## config.mk

```make
export PLATFORM = sky130hd
export DESIGN_NAME = load_aligner
export DESIGN_NICKNAME = d
export VERILOG_FILES = /design/src/rtl/load_aligner.sv
export SDC_FILE = /design/constraint.sdc
export NUM_CORES = 1
export LEC_CHECK = 0
export CAP_MARGIN = 20
export CORE_MARGIN = 5
export CORE_UTILIZATION = 40
export CTS_BUF_LIST = sky130_fd_sc_hd__clkbuf_4 sky130_fd_sc_hd__clkbuf_8
export DETAILED_ROUTE_END_ITERATION = 6
export GPL_TIMING_DRIVEN = 0
export PLACE_DENSITY = 0.69
export SETUP_SLACK_MARGIN = 0.02
export SLEW_MARGIN = 20
export SYNTH_ARGS = -nofsm -noshare
export SYNTH_HDL_FRONTEND = slang
export SYNTH_SLANG_ARGS = --single-unit
```

## constraint.sdc

```tcl
create_clock -name clk -period 3.26 [get_ports clk]
set_clock_uncertainty 0.15 [all_clocks]
set_input_delay 0.652 -clock clk [delete_from_list [all_inputs] [get_ports clk]]
set_output_delay 0.652 -clock clk [all_outputs]
set_load 0.01 [all_outputs]
```

## src/rtl/load_aligner.sv

```systemverilog
// Load data aligner: extracts and extends the addressed byte/halfword/word from the memory
// read word one cycle after issue, holding the result across stalls. Optional: LOAD_MISALIGN_EN.
module load_aligner (
   input  logic        clk,
   input  logic        rst,
   input  logic        stall,
   input  logic        req_valid,
   input  logic [5:0]  req_op,
   input  logic [1:0]  req_addr_lo,
   input  logic [4:0]  req_rd,
   input  logic [31:0] mem_rdata,
   output logic        out_valid,
   output logic [31:0] out_data,
   output logic [4:0]  out_rd,
   output logic        out_misalign
);

   localparam logic [1:0] StEmpty = 2'd0;
   localparam logic [1:0] StLive  = 2'd1;
   localparam logic [1:0] StHeld  = 2'd2;

   localparam logic [5:0] OpLb  = 6'b100000;
   localparam logic [5:0] OpLh  = 6'b100001;
   localparam logic [5:0] OpLw  = 6'b100011;
   localparam logic [5:0] OpLbu = 6'b100100;
   localparam logic [5:0] OpLhu = 6'b100101;

   logic [1:0]  state_q, state_d;
   logic [5:0]  op_q, op_d;
   logic [1:0]  addr_q, addr_d;
   logic [4:0]  rd_q, rd_d;
   logic [31:0] hold_q, hold_d;

   logic        is_load;
   logic        accept;
   logic        present;
   logic [31:0] src_word;
   logic [7:0]  byte_sel;
   logic [15:0] half_sel;
   logic [31:0] ext_data;

   always_comb begin
      is_load = (req_op == OpLb) || (req_op == OpLh) || (req_op == OpLw) ||
                (req_op == OpLbu) || (req_op == OpLhu);
      accept  = req_valid && !stall && is_load;
   end

   always_comb begin
      state_d = state_q;
      op_d    = op_q;
      addr_d  = addr_q;
      rd_d    = rd_q;
      hold_d  = hold_q;

      case (state_q)
         StEmpty: begin
            if (accept) state_d = StLive;
         end
         StLive: begin
            if (stall) begin
               // Memory data is not held, so capture it on the first stalled cycle.
               state_d = StHeld;
               hold_d  = mem_rdata;
            end else if (accept) begin
               state_d = StLive;
            end else begin
               state_d = StEmpty;
            end
         end
         StHeld: begin
            if (stall)       state_d = StHeld;
            else if (accept) state_d = StLive;
            else             state_d = StEmpty;
         end
         default: state_d = StEmpty;
      endcase

      if (accept) begin
         op_d   = req_op;
         addr_d = req_addr_lo;
         rd_d   = req_rd;
      end
   end

   always_ff @(posedge clk) begin
      if (rst) begin
         state_q <= StEmpty;
         op_q    <= '0;
         addr_q  <= '0;
         rd_q    <= '0;
         hold_q  <= '0;
      end else begin
         state_q <= state_d;
         op_q    <= op_d;
         addr_q  <= addr_d;
         rd_q    <= rd_d;
         hold_q  <= hold_d;
      end
   end

   always_comb begin
      present  = (state_q != StEmpty);
      src_word = (state_q == StLive) ? mem_rdata : hold_q;

      unique case (addr_q)
         2'd0:    byte_sel = src_word[7:0];
         2'd1:    byte_sel = src_word[15:8];
         2'd2:    byte_sel = src_word[23:16];
         default: byte_sel = src_word[31:24];
      endcase
      half_sel = addr_q[1] ? src_word[31:16] : src_word[15:0];

      case (op_q)
         OpLb:    ext_data = {{24{byte_sel[7]}}, byte_sel};
         OpLbu:   ext_data = {24'd0, byte_sel};
         OpLh:    ext_data = {{16{half_sel[15]}}, half_sel};
         OpLhu:   ext_data = {16'd0, half_sel};
         default: ext_data = src_word;
      endcase
   end

`ifdef LOAD_MISALIGN_EN
   logic misalign;

   always_comb begin
      misalign = (((op_q == OpLh) || (op_q == OpLhu)) && addr_q[0]) ||
                 ((op_q == OpLw) && (addr_q != 2'd0));
      out_valid    = present && !misalign;
      out_misalign = present && misalign;
      out_data     = (present && !misalign) ? ext_data : 32'd0;
      out_rd       = present ? rd_q : 5'd0;
   end
`else
   always_comb begin
      out_valid    = present;
      out_misalign = 1'b0;
      out_data     = present ? ext_data : 32'd0;
      out_rd       = present ? rd_q : 5'd0;
   end
`endif

endmodule

```

# Yosys cells after proc, flatten, opt, wreduce, memory -nomap -nowiden

Cells that the tools add are included.

Bits in registers: 47
Output and inout bits: 39
Logic and storage cells: 41

Equality and inequality tests: 14
Multiplexer cells: 10
Reduce and logical (&&, ||, !) cells: 12

Operators with widths:

| cell                                                            | count |
|---|---|
| 32-bit one-hot mux with 4 select lines                          | 1 |
| 32-bit two-way mux                                              | 2 |
| 6-bit == test, second input constant                            | 9 |
| 8-bit one-hot mux with 3 select lines                           | 1 |
| 16-bit two-way mux                                              | 1 |
| 5-bit two-way mux                                               | 1 |
| 2-bit by 1-bit == test with 1-bit output, second input constant | 2 |
| 2-bit == test, second input constant                            | 2 |
| 2-bit zero test                                                 | 2 |
| 1-bit logical OR                                                | 4 |
| 2-bit two-way mux                                               | 2 |
| 2-bit one-hot mux with 2 select lines                           | 1 |
| 1-bit logical AND                                               | 2 |
| 2-bit inequality test, second input constant                    | 1 |
| 2-bit AND reduction                                             | 1 |
| 2-bit nonzero test                                              | 1 |
| 2-bit OR reduction                                              | 1 |
| 1-bit zero test                                                 | 1 |
| 1-bit two-way mux                                               | 1 |

# Logic depth before layout (Yosys ltp)

Gate-level depths: netlist (run 1).

Depth in word-level cells: 9
Gate-level depth with buffers: 9
Gate-level depth less buffers: 6

# Worst setup path after synthesis (run 1)

No wires, ideal clock.

Path type: register to output
Start point: register state_q[1]
End point: output port out_data[28]
Arrival: 2.018 ns
Required time: 2.458 ns
Path slack: 0.440 ns
Stages on the path, launching flop included: 9
Path buffers: 2
Path through: dfxtp_1 > inv_1 > ha_1 > buf_6 > mux2_2 > mux4_2 > a21oi_4 > buf_6 > a211oi_1

Word-level cells in the longest chain between the ends: 5
Elaborated cells between the ends (all ways): 7
Those cells by class: eq/ne (1); mux (5); reduce/logical (1)

RTL lines:

| element                                                                     | line     | RTL |
|---|---|---|
| start: declaration                                                          | 28       | `logic [1:0] state_q, state_d;` |
| start signal: assignment                                                    | 87       | `state_q <= StEmpty;` |
| start signal: assignment                                                    | 93       | `state_q <= state_d;` |
| 2-bit by 1-bit == test with 1-bit output                                    | 103      | `src_word = (state_q == StLive) ? mem_rdata : hold_q;` |
| 32-bit two-way mux                                                          | 103      |  |
| 8-bit one-hot mux with 3 select lines or 16-bit two-way mux (tied branches) | 105, 111 |  |
| 32-bit one-hot mux with 4 select lines                                      | 113      | `case (op_q)` |
| 32-bit two-way mux (*)                                                      | 137      | `out_data = present ? ext_data : 32'd0;` |
| end: declaration                                                            | 13       | `output logic [31:0] out_data,` |

Mark *: on every way between the ends. The rest lies on a longest branch, timed or not.

# Worst setup path in the final report (run 1)

Start point: register state_q[1]
End point: output port out_data[30]

The elaborated chain is that of the path after synthesis.

==> results of run 1 <==
==> per-stage QoR <==
step	TNS [ps]	hold WS [ps]	setup slack, ps	utilization	power [uW]
floorplan	0	284	440	-	637
global placement	-12380	289	-581	0.556	719
detailed placement	-12180	296	-572	0.556	721
CTS	-1220	308	-120	0.599	1120
global route	-2740	327	-173	0.612	1160
finish	-1220	307	-112	0.612	1120
==> cell families after synthesis <==
| kind of cell | Yosys count |
|---|---|
| other | 1 |
| buffers and inverters | 34 |
| adder cells (fa/ha/maj) | 3 |
| AND/OR/NAND/NOR | 126 |
| multiplexers | 53 |
| AO/OA/AOI/OAI | 81 |
| flip-flops | 47 |
==> report_power, final <==
| group | switching [uW] | leakage [uW] | internal (uW) |
|---|---|---|---|
| Combinational | 61.6 | 0.00104 | 78.0 |
| Clock | 198 | 0.0000549 | 202 |
| Sequential | 2.57 | 0.000380 | 577 |
| Total | 262 | 0.00148 | 858 |
==> worst max-delay path by stage <==
stage | endpoint
after floorplan | out_data[28]
after global placement | out_data[28]
after detailed placement | out_data[30]
after CTS | out_data[30]
after global routing | out_data[30]
final | out_data[30]
==> area by class of cell <==
class,count,area (sq um),area share
diodes,1,2.50,0.000599
plain buffers,28,140,0.0335
clock buffers,8,104,0.0249
inverters,6,22.5,0.00539
multi-input cells,264,1890,0.452
flip-flops and latches,47,943,0.226
well taps,96,120,0.0287
repair buffers,111,958,0.229
==> layer usage <==
metal,global-route usage,wire (um),vias to the layer above
met1,0.262,3870,1456
met2,0.364,4550,156
li1,-,-,1451
met5,0,0,-
met3,0.0737,946,23
met4,0.0854,229,0
==> repair_timing <==
action	in CTS	in global routing
cloned	2	0
hold buffers	0	0
endpoints found under the hold margin	0	0
setup endpoints to repair	32	31
setup buffers	21	5
resized for setup	143	41
pin swaps	10	10
==> critical path, cell delays in order, from the launching register on <==
cell      delay [ps]
dfxtp_2          340
inv_2             50
ha_4             160
buf_6            130
mux2_4           300
mux4_2           560
a21oi_4          260
buf_6            160
buf_6            110
a211oi_2          30
buf_2            180
==> state kept, by name, summed over array words and instances (netlist names) <==
| name | cells |
|---|---|
| state_q | 2 |
| op_q | 6 |
| addr_q | 2 |
| hold_q | 32 |
| rd_q | 5 |
==> placed cells by master, fill, tap and decap left out, types with 2 or more instances in the layout <==
cell type        netlist  final
a211oi_2               1      9
buf_1                  2      2
nor2_4                 0      4
mux2i_2                0      2
clkbuf_8               0      7
clkbuf_1              17     16
a211oi_1              13      5
clkbuf_2               0      9
mux4_2                 5      5
buf_6                  2     19
inv_2                  1      2
buf_4                  1     15
a31oi_1                2      2
o21ai_0                9      9
nor3_1                 3      3
inv_1                  4      3
nand2b_1               2      2
clkdlybuf4s50_1        0     50
dlygate4sd2_1          0      5
nor2b_1                5      5
a21oi_1               33     33
a221oi_2               0      8
dfxtp_2                0      2
mux2i_1               37     35
or2_2                  2      2
mux2_4                 0      3
nor3b_1                3      3
nor2_1                22     17
a221oi_1              12      4
ha_1                   3      2
a21oi_4                2      2
buf_2                  6     23
mux2_2                11      8
o22ai_1                5      5
nand2_1               84     84
dfxtp_1               47     45
==> impl_metrics.csv, run 1 <==
group,metric,value,unit
status,outcome,"finished, violations left",
status,violations,"setup timing",
floorplan,num_rows,30,
routing,drtIter0Drc,256,
setup_path,rr_startpoint,"state_q[1]",
timing,finalWorstSetupSlack,-112,ps
yosys,synthTopCellsByArea,"dfxtp_1 33%, mux2i_1 13%, nand2_1 11%",
clocking,clockBufferDepth,2,
setup_path,end_kind,"primary output",
clocking,h-tree-depth,2,
setup_path,cp_max_fo,5,
yosys,syn_avg_cell_area,8.17,sq um
routing,drtAntennaViolNets,0,
timing,max_freq,0.297,GHz
cells_and_area,stdcell_count,561,
hold_path,whs_path_depth,2,
cells_and_area,layout-drive-gt1-share,0.272,
clocking,cts_sinks,47,
cells_and_area,areaGrowthSynthToFinish,48.2,%
routing,wl_per_cell,17.1,um
yosys,synth_mux_area_frac,0.215,
timing,hold_violations,0,
setup_path,reg2reg_depth,10,
floorplan,die_h,94.0,um
yosys,seq_area_frac_synth,0.334,
setup_path,critPathLaunchType,"flip-flop",
yosys,synth_top_family_by_area,"multiplexers",
hold_path,hold_end,"hold_q[0]",
hold_path,hold_class,"reg -> reg",
yosys,async_reset_ff_frac,0,
yosys,synthAdderAreaFrac,0.0133,
clocking,clk_latency,300,ps
setup_path,rr_endpoint,"hold_q[15]",
yosys,ys_top_cells_by_count,"84 x nand2_1, 47 x dfxtp_1, 37 x mux2i_1, 33 x a21oi_1, 22 x nor2_1",
routing,vias_per_cell,5.50,
pwr,power_leakage,0.00148,uW
yosys,synth_top_area_share,0.334,
placement,place_inst,527,
yosys,yosysTopAreaCell,"dfxtp_1",
placement,globalplace.congestion,0.868,
yosys,synth_compound_area_frac,0.190,
routing,routed-via-count,3086,
yosys,yosys_warnings,0,
routing,drcViolationCount,0,
yosys,yosysMostFrequentCell,"nand2_1",
setup_path,crit_arrival,2570,ps
yosys,synthXorXnorAreaFrac,0,
grt,grt_overflow,0,
timing,finalCritPeriodShare,1.03,
grt,grt_start_max_net_pins,14,
cells_and_area,fin_area,4180,sq um
yosys,synth_fp_nets,397,
yosys,synth_ff_type,"dfxtp_1",
timing,worstMarginPinSlew,733,ps
yosys,ys_ff_latch,47,
timing,maxSlewHeadroom,0.511,
yosys,ys_types,38,
setup_path,worstPathRequired,2460,ps
clocking,clock-root-buffer,"clkbuf_8",
grt,grt_pass1_wl,15300,um
cells_and_area,final_nets,515,
grt,track_usage,0.220,
clocking,clkTransAtPathRegs,80,ps
yosys,synth-simple-area-share,0.192,
floorplan,start_util,0.413,
clocking,cts_tree,"done",
timing,finalMaxSlewViolations,0,
floorplan,die_area,8830,sq um
timing,rsz0062_at_grt,"yes",
yosys,netlist_area,2820,sq um
pwr,power_density,268,nW/um^2
setup_path,crit_type,"reg -> out",
routing,drtPass1Iterations,5,
timing,min_period,3370,ps
grt,grt_antenna_before_repair,1,
floorplan,ios,88,
grt,first_global_vias,3120,
pwr,peakVddDrop,0.000165,V
job,maxCapViolCount,0,
setup_path,ff2ff_setup_slack,850,ps
hold_path,min_from,"hold_q[0]",
yosys,netlist_instances,345,
placement,placed_cell_area,3800,sq um
timing,finalSetupViolCount,16,
yosys,synth-edff-count,0,
floorplan,core_area,6830,sq um
routing,wl,9590,um
placement,port_buffers,86,
setup_path,cp-startpoint,"state_q[1]",
cells_and_area,n_fill_cell,634,
clocking,cts_buffers,5,
placement,dp_hpwl,6870,um
floorplan,die_x,94.0,um
No activity file was read; power rests on OpenSTA's default activity.
==> run 2, diff against run 1 <==
--- a/config.mk
+++ b/config.mk
@@ -6,7 +6,7 @@
 export NUM_CORES = 1
 export LEC_CHECK = 0
 export CAP_MARGIN = 20
-export CORE_MARGIN = 5
+export CORE_MARGIN = 1
 export CORE_UTILIZATION = 40
 export CTS_BUF_LIST = sky130_fd_sc_hd__clkbuf_4 sky130_fd_sc_hd__clkbuf_8
 export DETAILED_ROUTE_END_ITERATION = 6
==> run 2 against run 1 <==
Against the previous run:
- the flow still finishes with violations (setup timing)
- final area increased by 1.4%
- clock power increased by 11%
- power increased by 4.4%
- count of clock-buffer cells in the layout decreased by 2
- fmax decreased by 0.52%
- highest routed layer unchanged
==> impl_metrics.csv, run 2 (synthesis gave the netlist of run 1 again) <==
group,metric,value,unit
routing,routed-via-count,3181,
clocking,cts_sinks,47,
floorplan,die_area,7390,sq um
setup_path,path_cells,"inv_2 -> ha_4 -> buf_8 -> mux2_4 -> mux4_2 -> a21oi_4 -> buf_6 -> buf_6 -> a211oi_2 -> buf_2",
status,outcome,"finished, violations left",
placement,port_buffers,86,
cells_and_area,layout_common_cells,"84 x nand2_1, 50 x clkdlybuf4s50_1, 45 x dfxtp_1",
routing,dr_wl_met2,4390,um
timing,min_period,3390,ps
floorplan,ios,88,
placement,dp_hpwl,6470,um
pwr,power_density,276,nW/um^2
timing,max_freq,0.295,GHz
cells_and_area,layout_commonest_cell,"nand2_1",
setup_path,cpPeakStageDelay,550,ps
timing,rsz0062_at_grt,"yes",
setup_path,crit_arrival,2590,ps
setup_path,cp_max_fo,7,
grt,grt_antenna_before_repair,0,
timing,finalCritPeriodShare,1.04,
pwr,power_frac_comb,0.123,
clocking,cts_hold_buf,0,
clocking,cts_buffers,5,
pwr,switchingPower,264,uW
routing,drtPass1Iterations,5,
cells_and_area,reg_top3,"hold_q: 32 flops, op_q: 6 flops, rd_q: 5 flops",
clocking,clock-root-buffer,"clkbuf_8",
cells_and_area,areaGrowthSynthToFinish,50.2,%
pwr,total_power,1170,uW
setup_path,cpMostUsedCell,"buf_6",
cells_and_area,post-route-util,0.624,
cells_and_area,largest_reg_flops,32,
timing,hold_violations,0,
grt,grt_overflow,0,
grt,grt_start_max_net_pins,15,
pwr,cell_internal_pwr,905,uW
cells_and_area,antennaDiodeCount,0,
floorplan,core_area,6790,sq um
routing,wl,9470,um
clocking,clkTransAtPathRegs,80,ps
grt,track_usage,0.258,
clocking,clockBufferDepth,2,
floorplan,die_x,86.0,um
setup_path,crit_slowest_cell,"mux4_2",
floorplan,num_rows,30,
pwr,peakVddDrop,0.000167,V
cells_and_area,multi_input_comb_area,1900,sq um
status,violations,"setup timing",
cells_and_area,n_fill_cell,590,
routing,vias_per_cell,5.67,
clocking,cts_tree,"done",
job,maxCapViolCount,0,
clocking,clk_latency,300,ps
cells_and_area,layout-drive-gt1-share,0.260,
hold_path,hold_class,"reg -> reg",
clocking,h-tree-depth,2,
routing,wl_per_cell,16.9,um
routing,wl_met3,934,um
setup_path,worstPathRequired,2460,ps
hold_path,whs_path_depth,2,
cells_and_area,regMostFlops,"hold_q",
grt,first_global_vias,2924,
setup_path,crit_type,"reg -> out",
pwr,swShare,0.226,
grt,grt_pass1_wl,14800,um
pwr,power_leakage,0.00151,uW
timing,finalWorstSetupSlack,-130,ps
timing,worstMarginPinSlew,772,ps
routing,wl_met1,3960,um
cells_and_area,regArea,943,sq um
routing,highest_layer,"met4",
timing,maxSlewHeadroom,0.485,
setup_path,reg2reg_depth,9,
setup_path,end_kind,"primary output",
pwr,seq_power_share,0.496,
floorplan,start_util,0.415,
setup_path,critPathLaunchType,"flip-flop",
routing,drtIter0Drc,368,
routing,drtAntennaViolNets,0,
routing,drcViolationCount,0,
floorplan,die_h,86.0,um
timing,finalMaxSlewViolations,0,
pwr,p_clk_frac,0.381,
cells_and_area,final_nets,516,
timing,finalSetupViolCount,21,
placement,globalplace.congestion,0.918,
[run 2: changes by cell type in the layout (fill, tap and decap cells not counted), moves of 2 or more]
cell	change
dlygate4sd2_1	+6
nor2_1	+2
buf_4	+4
mux2i_1	-3
clkbuf_2	-7
buf_6	-3
mux2i_2	+2
[run 2: per-layer routing]
metal | vias up | track usage
li1 | 1451 | -
met1 | 1506 | 0.340
met2 | 203 | 0.417
met3 | 21 | 0.0597
met4 | 0 | 0.0864
met5 | - | 0
[run 2: power by group through the flow]
stage               Combinational, uW  Clock [uW]  Sequential [uW]
floorplan                        44.7           0              593
global placement                  127           0              593
detailed placement                128           0              593
CTS                               137         452              580
global route                      151         479              581
finish                            143         446              580
[run 2: repair_timing]
| action | in CTS | in global routing |
|---|---|---|
| gates resized for setup | 141 | 29 |
| cloned | 1 | 0 |
| endpoints found under the setup margin | 32 | 31 |
| setup buffers | 20 | 6 |
| pin swaps | 12 | 15 |
[run 2: worst max-delay path: cells and delay by family, from the launching register on]
kind	cells	cell delay [ps]
DFF	1	350
buffers and inverters	5	620
muxes	2	850
adders and majority gates	1	160
AOI/OAI and AO/OA	2	300
[run 2: per-stage QoR]
stage	worst slack, ps	std cells	cell area (sq um)	hold WS, ps	setup TNS, ps
after floorplan	440	345	2820	284	0
after global placement	-570	527	3800	290	-12140
after detailed placement	-608	527	3800	295	-12680
after CTS	-77.0	556	4090	307	-729
after global routing	-179	561	4240	325	-3210
final	-130	561	4240	305	-1800
[run 2: path summary, 6_finish.rpt]
check | start | slack [ps] | end
worst min-delay path | hold_q[0] | 300 | hold_q[0]
worst min register to register | hold_q[0] | 300 | hold_q[0]
worst max-delay path | state_q[1] | -130 | out_data[26]
worst max register to register | state_q[1] | 990 | hold_q[27]
[run 2: final cells by class]
| cell class | count | share of cell area |
|---|---|---|
| clock buffer | 6 | 0.0195 |
| clock inverter | 2 | 0.00827 |
| inverter | 6 | 0.00532 |
| tap | 96 | 0.0284 |
| sequential | 47 | 0.223 |
| timing repair buffer | 112 | 0.232 |
| multi-input combinational | 264 | 0.449 |
| buffer | 28 | 0.0354 |
